===== src/rtl/rumble_scheduler.sv =====
// rumble_scheduler: round-robin sharing of one rumble motor budget among NUM_PLAYERS controllers.
// Ports: fastClock/reset (async, active-high); reqStrobe/reqPulses per-player request strobe and 3-bit pulse count;
// motorOut one-hot-or-zero drive; busy while not idle; activePlayer last served index; pending queued-request flags.
module rumble_scheduler #(
  parameter int NUM_PLAYERS = 2,
  parameter int IDX_W       = 1,
  parameter int ON_CYCLES   = 2000000,
  parameter int OFF_CYCLES  = 2000000,
  parameter int TIMER_W     = 32
) (
  input  logic                     fastClock,
  input  logic                     reset,
  input  logic [NUM_PLAYERS-1:0]   reqStrobe,
  input  logic [3*NUM_PLAYERS-1:0] reqPulses,
  output logic [NUM_PLAYERS-1:0]   motorOut,
  output logic                     busy,
  output logic [IDX_W-1:0]         activePlayer,
  output logic [NUM_PLAYERS-1:0]   pending
);
  typedef enum logic [1:0] {S_IDLE, S_ON, S_OFF} state_t;
  localparam logic [TIMER_W-1:0] ON_LD  = TIMER_W'(ON_CYCLES - 1);
  localparam logic [TIMER_W-1:0] OFF_LD = TIMER_W'(OFF_CYCLES - 1);
  state_t                   state_q, state_d;
  logic [TIMER_W-1:0]       timer_q, timer_d;
  logic [2:0]               rem_q, rem_d, gcnt;
  logic [3*NUM_PLAYERS-1:0] cnt_q, cnt_d;
  logic [NUM_PLAYERS-1:0]   pend_q, pend_d, hist_q, motor_q, motor_d, rise;
  logic [IDX_W-1:0]         ptr_q, ptr_d, act_q, act_d, g;
  logic                     found, grant;
  always_comb begin
    rise = reqStrobe & ~hist_q;
    g = '0;
    gcnt = '0;
    found = 1'b0;
    // first pending at or after the pointer, then wrap to the lowest index
    for (int p = 0; p < NUM_PLAYERS; p++)
      if (!found && pend_q[p] && p >= int'(ptr_q)) begin
        g = IDX_W'(p);
        gcnt = cnt_q[3*p +: 3];
        found = 1'b1;
      end
    for (int p = 0; p < NUM_PLAYERS; p++)
      if (!found && pend_q[p]) begin
        g = IDX_W'(p);
        gcnt = cnt_q[3*p +: 3];
        found = 1'b1;
      end
    state_d = state_q;
    timer_d = timer_q;
    rem_d = rem_q;
    motor_d = motor_q;
    act_d = act_q;
    ptr_d = ptr_q;
    pend_d = pend_q;
    cnt_d = cnt_q;
    grant = 1'b0;
    case (state_q)
      S_IDLE: grant = found;
      S_ON:
        if (timer_q == '0) begin
          state_d = S_OFF;
          motor_d = '0;
          timer_d = OFF_LD;
          rem_d = rem_q - 3'd1;
        end else timer_d = timer_q - TIMER_W'(1);
      S_OFF:
        if (timer_q != '0) timer_d = timer_q - TIMER_W'(1);
        else if (rem_q != '0) begin
          state_d = S_ON;
          motor_d = NUM_PLAYERS'(1) << act_q;
          timer_d = ON_LD;
        end else if (found) grant = 1'b1;
        else state_d = S_IDLE;
      default: state_d = S_IDLE;
    endcase
    if (grant) begin
      state_d = S_ON;
      motor_d = NUM_PLAYERS'(1) << g;
      act_d = g;
      rem_d = gcnt;
      pend_d = pend_q & ~(NUM_PLAYERS'(1) << g);
      timer_d = ON_LD;
      ptr_d = (g == IDX_W'(NUM_PLAYERS - 1)) ? '0 : g + IDX_W'(1);
    end
    // applied after the grant clear so a rise on the granting edge re-queues that player
    for (int p = 0; p < NUM_PLAYERS; p++)
      if (rise[p] && reqPulses[3*p +: 3] != 3'd0) begin
        pend_d[p] = 1'b1;
        cnt_d[3*p +: 3] = reqPulses[3*p +: 3];
      end
  end
  always_ff @(posedge fastClock or posedge reset)
    if (reset) begin
      state_q <= S_IDLE;
      timer_q <= '0;
      rem_q <= '0;
      cnt_q <= '0;
      pend_q <= '0;
      hist_q <= '0;
      motor_q <= '0;
      ptr_q <= '0;
      act_q <= '0;
    end else begin
      state_q <= state_d;
      timer_q <= timer_d;
      rem_q <= rem_d;
      cnt_q <= cnt_d;
      pend_q <= pend_d;
      hist_q <= reqStrobe;
      motor_q <= motor_d;
      ptr_q <= ptr_d;
      act_q <= act_d;
    end
  assign busy = state_q != S_IDLE;
  assign motorOut = motor_q;
  assign activePlayer = act_q;
  assign pending = pend_q;
endmodule


===== config.mk =====
export PLATFORM = sky130hd
export DESIGN_NAME = rumble_scheduler
export DESIGN_NICKNAME = d
export VERILOG_FILES = /design/src/rtl/rumble_scheduler.sv
export SDC_FILE = /design/constraint.sdc
export NUM_CORES = 1
export LEC_CHECK = 0
export CAP_MARGIN = 20
export CORE_MARGIN = 10
export CORE_UTILIZATION = 60
export CTS_CLUSTER_DIAMETER = 80
export DETAILED_ROUTE_END_ITERATION = 16
export PLACE_DENSITY = 0.78
export RECOVER_POWER = 25
export SLEW_MARGIN = 20
export SYNTH_ARGS = -nofsm -noshare
export SYNTH_HDL_FRONTEND = slang
export SYNTH_SLANG_ARGS = --single-unit
export TNS_END_PERCENT = 10

===== constraint.sdc =====
create_clock -name fastClock -period 3.2 [get_ports fastClock]
set_input_delay 0.64 -clock fastClock [delete_from_list [all_inputs] [get_ports fastClock]]
set_output_delay 0.64 -clock fastClock [all_outputs]
set_load 0.01 [all_outputs]

==> impl_metrics.yaml <==
yosys:
  synth-seq-cells: 51
  yosys_most_used_dff: "dfrtp_1"
  yosys_warnings: 0
  synth_edf_count: 0
  async_flop_share_pct: 100
  ys_seq_area_share_pct: 44.1
  avgSynthCellArea_um2: 9.28
  netlist_area_um2: 2890
  yosys.area.top_type_share_pct: 44.1
  synth_cell_type_count: 60
  synthTopCellsByArea: "dfrtp_1 (44%), nor2_1 (3.6%), nor3_1 (3.5%)"
  syn_inst: 312
  yosysTopAreaCell: "dfrtp_1"
  synthesis.nets: 325
pwr:
  p_seq_share_pct: 50.1
  power_switching_uw: 621
  p_clk_share_pct: 20.5
  power_density_nw_per_um2: 564
  switching_share_pct: 34.4
  vdd_drop_max_mv: 0.435
  comb_power_share_pct: 29.4
  p_leak_nw: 1.25
  finalPower_mw: 1.80
  p_int_mw: 1.18
final_layout:
  instances_no_fill: 385
  n_fill_cell: 375
  syn2layout_area_growth_pct: 10.4
  mostFrequentLayoutCell: "dfrtp_1"
  layout.nets: 344
  n_antenna_cell: 0
  final-seq-area_um2: 1280
  multi_input_area_um2: 1520
  drive_gt1_share_pct: 9.06
  final_cell_mix: "dfrtp_1 (51), nor2_1 (28), nand2_1 (21)"
setup_path:
  end_kind: "flip-flop"
  crit_slowest_cell: "or4_4"
  cp-start-kind: "flip-flop"
  worst_ep_arrival_time_ns: 3.02
  worstPathCellList: "or4_4 > or3_1 > or4_4 > a21oi_4 > a21oi_1 > o22a_1"
  ff2ff_setup_slack_ns: 0.38
  critPathMostFrequentCell: "or4_4"
  crit_fanout: 17
  slowest_delay_ns: 0.59
  worst-setup-path-type: "flip-flop to flip-flop"
  cp_data_required_time_ns: 3.40
place:
  hpwl_um: 4700
  post-place-ws_ns: 0.405
  gp_congestion: 0.889
  port_buffers: 15
  dpl.cell_count: 378
timing:
  finalCritPeriodShare_pct: 88.1
  finalHoldViolations: 0
  max_freq_mhz: 355
  setup_violations: 0
  maxSlewViolCount: 0
  whs_ns: 0.494
  fin_ws_ns: 0.381
  rsz0062_at_grt: "false"
  tns_ns: 0
  fin_worst_skew_ns: 0.00902
  fin_crit_ns: 2.82
  tightest_slew_ns: 1.25
  max-slew-margin-rel_pct: 16.8
routing:
  drc: 0
  dr.pass1.iters: 5
  num_vias: 2514
  wl_per_cell_um: 17.2
  wl_um: 6620
  viasPerCell: 6.53
  antenna_left: 0
  first_iter_violations: 286
clock_tree:
  ctsResizeCount: 0
  htree_levels: 2
  cts_hold_buf: 0
  root_buffer: "clkbuf_8"
  clk_path_buf_depth: 2
  post_cts_buffers: 0
  cts_inserted_buffers: 5
  cts.sinks: 51
  cts_tree: "done"
  path_clk_slew_ns: 0.09
  clk_latency_ns: 0.31
floorplan:
  fp.dieH_um: 89.5
  core_um2: 4690
  die_area_um2: 8000
  ioPinCount: 16
  die_w_um: 89.5
  start_util_pct: 61.7
  rows: 25
global_route:
  grt_overflow: 0
  use_met1_pct: 22.7
  gr-max-usage-layer: "met2"
  grt_use_total_pct: 18.3
  antenna_found_initial: 0
  grt_use_met2_pct: 30.3
  grt_pass1_vias: 2511
  grt_pass1_wl_um: 11600
  met3_usage_pct: 4.38
  grt_max_degree: 52
job:
  maxCapViolCount: 0
worst_hold_path:
  hold_class: "flip-flop to flip-flop"
outcome:
  status: "complete, no violations"
==> synth_stat cells (2+ instances only) <==
master	n
mux2_2	2
a31oi_1	6
or2_1	2
or2_2	2
a21oi_1	17
a211o_1	2
or3_1	8
inv_1	9
nor2_1	28
nand2b_1	6
dfrtp_1	51
o41ai_1	4
o21ai_0	15
a21o_1	4
a211oi_1	4
nor2b_1	7
nand4_1	4
nor3_1	20
a22o_1	7
o31ai_1	5
nand2_1	21
and2_1	3
xor2_1	2
buf_6	3
nor4_1	9
xnor2_1	6
o21ai_1	15
or4_1	2
or4_4	2
o2bb2ai_1	2
ha_1	3
o21a_1	2
o31a_1	2
nand3_1	3
clkbuf_1	7
nor4b_1	2
a21oi_4	2
==> state kept, by name (all words and copies together), names as in the netlist <==
signal,count
timer_q,32
cnt_q,6
rem_q,3
hist_q,2
motorOut,2
pending,2
state_q,2
activePlayer,1
ptr_q,1
==> per-stage QoR <==
step                util, %  area, µm²
floorplan                 -       2890
global placement       66.3       3110
detailed placement     66.3       3110
CTS                    68.2       3200
global route           68.1       3200
finish                 68.1       3200
==> final cells by class <==
cell class	count	share of cell area (%)
clock buffer	6	2.58
clock inverter	1	0.157
inverter	9	1.06
multi-input combinational	240	47.4
sequential	51	39.9
tap	54	2.11
timing repair buffer	24	6.73
==> critical path: cells and delay by family (launching register included) <==
kind / cells / cell delay (ns)
flip-flops: 1 / 0.44
AND/OR/NAND/NOR: 3 / 1.56
AO/OA/AOI/OAI: 3 / 0.72
==> logic make-up (layout without fill, tap and decap cells) <==
group           after synthesis  after routing  share of synthesized area, %
xor+xnor                      8              8                          2.42
simple gates                126            126                          23.9
compound gates              100            100                          23.6
buf+inv                      21             40                          3.54
fa+ha+maj                     3              3                          1.30
mux                           3              3                          1.12
flops                        51             51                          44.1
==> power by group through the flow <==
stage          sequential, mW  clock (mW)  combinational [mW]
3_3_place_gp            0.903           0               0.520
2_1_floorplan           0.880           0               0.383
5_1_grt                 0.923       0.414               0.597
3_5_place_dp            0.910           0               0.531
6_report                0.903       0.370               0.530
4_1_cts                 0.899       0.380               0.535
==> worst paths after layout <==
check                                  from           to  cells past startpoint
max in group asynchronous             reset  timer_q[29]                      3
worst min register to register  timer_q[13]  timer_q[13]                      1
worst max register to register  timer_q[18]   timer_q[5]                      6
worst max-delay path            timer_q[18]   timer_q[5]                      6
min in group asynchronous             reset    hist_q[0]                      3
worst min-delay path            timer_q[13]  timer_q[13]                      1
==> layer usage <==
layer  up-vias  share of wire, %
met5         -                 0
met2        85                48
met1      1211                46
met3        13               4.9
met4         0               1.6
li1       1205                 -
Note: power is estimated with default switching activity, not from simulation.
